$ cat src/rtl/imem_port.sv
`default_nettype none
// ============================================================================
// Module      : imem_port
// Description : Instruction-memory responder. Serves 32-bit fetches from a
//               one-entry line buffer. On a miss it stalls the fetch stage and
//               assembles the word from two 16-bit req/ack reads, low half
//               first.
//               Optional ack watchdog enabled by defining IMEM_TIMEOUT_EN.
// Revision    : 1.0 - initial release
// ============================================================================
module imem_port #(
    parameter int         ADDR       = 16,
    parameter int         WORD       = 32,
    parameter logic [7:0] TMO_CYCLES = 8'd64
) (
    input  logic            clk,
    input  logic            rst,          // asynchronous, active low
    input  logic [ADDR-1:0] inst_addr_i,
    output logic [WORD-1:0] inst_o,
    output logic            stall_o,
    output logic            mem_req_o,
    output logic [ADDR:0]   mem_addr_o,
    input  logic            mem_ack_i,
    input  logic [15:0]     mem_data_i,
    output logic            err_o
);

    typedef enum logic [1:0] {
        S_IDLE  = 2'd0,
        S_RD_LO = 2'd1,
        S_RD_HI = 2'd2
    } state_t;

    state_t          r_state;
    logic            r_buf_valid;
    logic [ADDR-1:0] r_buf_tag;
    logic [WORD-1:0] r_buf_data;
    logic [ADDR-1:0] r_req_addr;
    logic [15:0]     r_lo;
    logic            r_mem_req;
    logic [ADDR:0]   r_mem_addr;
    logic            w_hit;
    logic            w_tmo;

    // Hit is purely combinational so a buffered word costs no latency.
    assign w_hit      = r_buf_valid && (r_buf_tag == inst_addr_i);
    assign stall_o    = ~w_hit;
    // A miss hands the fetch stage an all-zero NOP bubble.
    assign inst_o     = w_hit ? r_buf_data : '0;
    assign mem_req_o  = r_mem_req;
    assign mem_addr_o = r_mem_addr;

`ifdef IMEM_TIMEOUT_EN
    logic [7:0] r_tmo_cnt;
    logic       r_err;

    // Ack watchdog: counts unacknowledged request cycles, error flag is sticky.
    always_ff @(posedge clk or negedge rst) begin
        if (!rst) begin
            r_tmo_cnt <= '0;
            r_err     <= 1'b0;
        end else begin
            if (r_state == S_IDLE || mem_ack_i) begin
                r_tmo_cnt <= '0;
            end else if (r_mem_req) begin
                r_tmo_cnt <= r_tmo_cnt + 8'd1;
            end
            if (w_tmo) begin
                r_err <= 1'b1;
            end
        end
    end

    // Fires in the last allowed wait cycle so the request lasts TMO_CYCLES.
    assign w_tmo = r_mem_req && !mem_ack_i && (r_tmo_cnt == TMO_CYCLES - 8'd1);
    assign err_o = r_err;
`else
    logic w_unused_tmo;

    assign w_tmo        = 1'b0;
    assign err_o        = 1'b0;
    assign w_unused_tmo = ^TMO_CYCLES;
`endif

    // Fill sequencer: owns the line buffer and the registered memory request.
    always_ff @(posedge clk or negedge rst) begin
        if (!rst) begin
            r_state     <= S_IDLE;
            r_req_addr  <= '0;
            r_lo        <= '0;
            r_buf_valid <= 1'b0;
            r_buf_tag   <= '0;
            r_buf_data  <= '0;
            r_mem_req   <= 1'b0;
            r_mem_addr  <= '0;
        end else begin
            case (r_state)
                S_IDLE: begin
                    // Old word stays valid during the fill so a jump back hits.
                    if (!w_hit) begin
                        r_req_addr <= inst_addr_i;
                        r_mem_req  <= 1'b1;
                        r_mem_addr <= {inst_addr_i, 1'b0};
                        r_state    <= S_RD_LO;
                    end
                end
                S_RD_LO: begin
                    if (mem_ack_i) begin
                        r_lo       <= mem_data_i;
                        // Request stays high; only the halfword select flips.
                        r_mem_addr <= {r_req_addr, 1'b1};
                        r_state    <= S_RD_HI;
                    end else if (w_tmo) begin
                        r_buf_data  <= '0;
                        r_buf_tag   <= r_req_addr;
                        r_buf_valid <= 1'b1;
                        r_mem_req   <= 1'b0;
                        r_state     <= S_IDLE;
                    end
                end
                S_RD_HI: begin
                    if (mem_ack_i) begin
                        r_buf_data  <= {mem_data_i, r_lo};
                        r_buf_tag   <= r_req_addr;
                        r_buf_valid <= 1'b1;
                        r_mem_req   <= 1'b0;
                        r_state     <= S_IDLE;
                    end else if (w_tmo) begin
                        r_buf_data  <= '0;
                        r_buf_tag   <= r_req_addr;
                        r_buf_valid <= 1'b1;
                        r_mem_req   <= 1'b0;
                        r_state     <= S_IDLE;
                    end
                end
                default: begin
                    r_mem_req <= 1'b0;
                    r_state   <= S_IDLE;
                end
            endcase
        end
    end

endmodule
`default_nettype wire

$ cat config.mk
export PLATFORM = sky130hd
export DESIGN_NAME = imem_port
export DESIGN_NICKNAME = d
export VERILOG_FILES = /design/src/rtl/imem_port.sv
export SDC_FILE = /design/constraint.sdc
export NUM_CORES = 1
export LEC_CHECK = 0
export ABC_CLOCK_PERIOD_IN_PS = 2900
export CAP_MARGIN = 0
export CORE_ASPECT_RATIO = 1.4
export CORE_MARGIN = 4
export CORE_UTILIZATION = 54
export CTS_BUF_LIST = sky130_fd_sc_hd__clkbuf_8
export CTS_CLUSTER_DIAMETER = 120
export DETAILED_ROUTE_END_ITERATION = 6
export HOLD_SLACK_MARGIN = 0.15
export PLACE_DENSITY_LB_ADDON = 0.3
export SLEW_MARGIN = 25
export SYNTH_ARGS = -nofsm -noshare
export SYNTH_HDL_FRONTEND = slang
export SYNTH_SLANG_ARGS = --single-unit
$ cat constraint.sdc
create_clock -name clk -period 2.9 [get_ports clk]
set_input_delay 0.58 -clock clk [delete_from_list [all_inputs] [get_ports clk]]
set_output_delay 0.58 -clock clk [all_outputs]
set_load 0.005 [all_outputs]
==> results.md <==
Clock network:
- The total number of H-tree levels is 3.
- The clock tree from TritonCTS is yes.
- The cell at the root of the clock tree is sky130_fd_sc_hd__clkbuf_8.
- The clock slew seen by the registers of the worst setup and hold paths is 90 ps.
- The clock net in this run drives a total of 101 sinks.
- The number of hold-repair buffers added at the cts stage is 0.
- The clock reaches the later pin of the worst-skew pair after 370 ps.
- TritonCTS created 9 clock buffers.
- The buffer depth of the longest clock path is 2.

Setup path:
- Of all nets on the critical path, the largest fanout is 9.
- The worst setup path is captured at a primary output.
- The count of buffering cells on the critical path with inverters included is 4.
- The critical path launch point type is a primary input.
- The cell with the largest stage delay on the worst path is sky130_fd_sc_hd__dlygate4sd2_1.
- The critical path required time is 2320 ps.
- The setup path with the least slack is of type in2out.
- The worst register-to-register path begins at r_buf_tag[13].
- The worst path arrival time is 2300 ps.
- The delay of the slowest cell on the worst path is 270 ps.
- The critical path goes through dlygate4sd2_1, xor2_2, nor4_2, nand2_1, nor4_4, buf_4, bufbuf_16, and2_1, clkdlybuf4s15_1.
- The critical path starts at inst_addr_i[4].
- Broken down by cell family, the worst path's largest delay share belongs to buffers and inverters.

Synth:
- The xor and xnor fraction of the mapped netlist area is 3.01%.
- The fraction of the mapped netlist area in adder cells is 0%.
- Summed over its instances, the top area cell type makes up 54.3% of the synthesized netlist area.
- The number of distinct library cells after synthesis is 34.
- The synthesized netlist net count is 405.
- The post-synthesis instance area is 4660 µm².
- The Yosys step of the flow raised 0 warnings.
- The portion of synthesized area spent on multiplexers is 20.1%.
- In this run, synthesis produced a sequential element count of 101.
- The synthesized netlist devotes 10.8% of its cell area to compound gates.
- The simple-gate portion of the synthesized area is 8.49%.
- The sequential cell area fraction in the yosys report is 54.3%.
- The count of flip-flops with a built-in enable after synthesis is 0.
- The largest family of logic cells by synthesized area is multiplexers.
- For this run, the leading register cell type out of synthesis is sky130_fd_sc_hd__dfrtp_1.
- Each instance of the synthesized netlist takes up on average 12.6 µm².
- By area the synthesized netlist is led by sky130_fd_sc_hd__dfrtp_1 54%, sky130_fd_sc_hd__mux2_2 17%, sky130_fd_sc_hd__and2_1 4.3%.
- The async set or reset register ratio after synthesis is 100%.
- The biggest area contributor in the post-synthesis netlist is sky130_fd_sc_hd__dfrtp_1.
- In the synthesized netlist, the number of instances is 370.

Power:
- The power density over cell area is 991 nW/µm².
- The share of power burned in registers is 44.3%.
- The static leakage is 2.68 nW.
- The part of the total power dissipated in combinational logic is 40.3%.
- The switching portion of total power is 33.6%.
- The worst vdd rail ir drop is 0.000516 V.
- Cell internal power was estimated by the tool at 3.97 mW.
- Summed over all nets, the switching power comes to 2.00 mW.
- The completed layout was analyzed and its total power is 5.97 mW.
- Per report_power, the clock group accounts for 15.4% of the total.

Timing:
- The worst-case headroom to the max-slew limit is 56.4%.
- Static timing analysis puts the maximum clock frequency at 348 MHz.
- The clock period minus final worst setup slack is 2880 ps.
- On the final layout, the worst clock skew is 8.69 ps.
- The final hold violation count came to 0.
- After layout, the worst path uses 99.2% of the clock period.
- For the pin with the worst max-slew slack, the measured transition is 655 ps.
- The final setup slack of the worst path is 24.4 ps.
- The setup-violating endpoint count in the final report is 0.
- Setup repair after global routing could not meet its margin everywhere.
- The minimum hold slack is 224 ps.
- The number of pins exceeding their max-slew limit in the final report is 0.

Global route:
- The met1 demand-to-capacity share in global routing is 29.2%.
- The fraction of met2 tracks used by global routing is 40.7%.
- The first global-routing pass estimated 19200 µm of wire.
- The most crowded layer after global routing is met2.
- The number of global-route vias before repair was 3835.
- The total overflow reported by the global router is 0.
- The maximum number of pins on one net before global-route repair is 55.
- The total routing resource utilization after global routing is 24.0%.
- The initial antenna violation count was 0.
- The global routing met3 resource utilization is 4.27%.

Routing:
- For this run, design rule violations remaining after detail routing come to 0.
- The total routed wirelength is 11600 µm.
- The final route contains 3437 vias.
- The average wire per cell in the routed design is 19.8 µm.
- Dividing the detail-routed via count by the number of cells gives 5.88.
- The first detailed-routing pass took 4 iterations.
- The initial detailed-routing violation count is 200.
- In this run the remaining antenna-violating nets after routing total 0.

Final layout:
- The antenna cell count is 0.
- The finished cells cover 6030 µm².
- The area growth from synthesis to layout is 29.4%.
- Leaving out filler cells and counting taps, the final layout contains 585.
- The library cell used most frequently in the layout, excluding fill and tap cells, is sky130_fd_sc_hd__dfrtp_1.
- The post-route netlist has 38.9% of its cells at a drive strength greater than 1.
- The final net count is 513.
- The top cell types in the final layout, fill and taps aside, are 101 x sky130_fd_sc_hd__dfrtp_1, 71 x sky130_fd_sc_hd__mux2_2, 36 x sky130_fd_sc_hd__buf_4, 35 x sky130_fd_sc_hd__clkdlybuf4s50_1, 32 x sky130_fd_sc_hd__and2_1.

Die:
- The floorplan step set the die height to 118 µm.
- The floorplan has 39 rows.
- The die is 86.5 µm wide.
- The initial utilization of the core area, before any placement, comes to 56.2%.
- For this design the top-level I/O count stands at 87.
- The floorplan die area is 10200 µm².
- The region available for standard cell placement spans 8300 µm².

Job:
- Across the run, the number of max-cap violations was 0.

Status:
- The run finished with clean final reports.

Placement:
- The post-placement cell count is 560.
- Timing analysis after detailed placement gives a worst setup slack of -697 ps.
- The post-detailed-placement half-perimeter wirelength is 7430 µm.
- Input and output buffers added on the ports amount to 85.
- Routability-driven placement finished with a final weighted congestion of 0.773.
- Once placement finished, the instance area stood at 5770 µm².

Min path:
- The tightest min-delay check is of the in2async type.
stage by stage:
step | util [%] | setup TNS [ps]
finish | 72.6 | 0
global route | 72.6 | -70.6
CTS | 74.0 | -1.63
detailed placement | 69.5 | -21470
global placement | 69.5 | -19230
floorplan | - | 0
flip-flops by register name (all words and copies together) (netlist names):
signal       cells
mem_addr_o      17
r_buf_tag       16
r_lo            16
r_buf_valid      1
r_buf_data      32
mem_req_o        1
r_state          2
r_req_addr      16
power groups by stage:
| stage | clock network [mW] | registers (mW) | logic (mW) |
|---|---|---|---|
| 2_1_floorplan | 0 | 2.49 | 1.63 |
| 3_3_place_gp | 0 | 2.58 | 2.23 |
| 3_5_place_dp | 0 | 2.63 | 2.33 |
| 4_1_cts | 0.929 | 2.63 | 2.40 |
| 5_1_grt | 0.985 | 2.74 | 2.62 |
| 6_report | 0.918 | 2.65 | 2.41 |
timing repair:
| item | CTS | global route |
|---|---|---|
| gates cloned | 3 | 0 |
| setup endpoints to repair | 33 | 33 |
| pin swaps | 14 | 6 |
| resized for setup | 94 | 43 |
| setup buffers | 7 | 0 |
final cells by class:
class | instances | area [µm²]
Inverter | 3 | 11.3
Fill cell | 594 | 2270
Multi-Input combinational cell | 238 | 2100
Clock buffer | 10 | 138
Tap cell | 102 | 128
Sequential cell | 101 | 2530
Clock inverter | 6 | 62.6
Timing Repair Buffer | 125 | 1060
worst reg2reg max path, stage by stage, from the launching register on:
cell	delay (ps)
sky130_fd_sc_hd__dfrtp_1	400
sky130_fd_sc_hd__xnor2_1	150
sky130_fd_sc_hd__buf_4	140
sky130_fd_sc_hd__nand2_1	50
sky130_fd_sc_hd__or4b_4	540
sky130_fd_sc_hd__buf_4	180
sky130_fd_sc_hd__or2_1	320
sky130_fd_sc_hd__buf_4	200
sky130_fd_sc_hd__a21oi_1	150
logic make-up after synthesis:
kind of cell	count (synthesis)
flops	101
mux	80
compound gates	71
simple gates	70
buf+inv	31
xor+xnor	16
other cells	1
layer usage:
layer | up-vias | share of wire, %
li1 | 1546 | -
met1 | 1748 | 39
met2 | 114 | 53
met3 | 29 | 5.3
met4 | 0 | 2.8
met5 | - | 0
Yosys cell counts (5+ instances only):
cell and count:
sky130_fd_sc_hd__dfrtp_1 101, sky130_fd_sc_hd__mux2_2 71, sky130_fd_sc_hd__and2_1 32, sky130_fd_sc_hd__a21oi_1 18
sky130_fd_sc_hd__nor2_1 18, sky130_fd_sc_hd__a2bb2oi_1 16, sky130_fd_sc_hd__clkbuf_1 16, sky130_fd_sc_hd__o22ai_1 16
sky130_fd_sc_hd__o41ai_1 16, sky130_fd_sc_hd__xor2_1 10, sky130_fd_sc_hd__mux2_4 9, sky130_fd_sc_hd__buf_1 6
sky130_fd_sc_hd__xnor2_1 6, sky130_fd_sc_hd__nand2_1 5
final timing paths:
| check | end | slack [ps] | cells after the start |
|---|---|---|---|
| min in group clk | r_buf_data[0] | 510 | 1 |
| worst max register to register | mem_addr_o[5] | 690 | 8 |
| worst min register to register | r_buf_data[0] | 510 | 1 |
| worst max-delay path | inst_o[25] | 20 | 9 |
| worst min-delay path | mem_addr_o[5] | 220 | 1 |
| max in group asynchronous | r_buf_tag[0] | 1990 | 2 |
(Power assumes the default switching activity.)
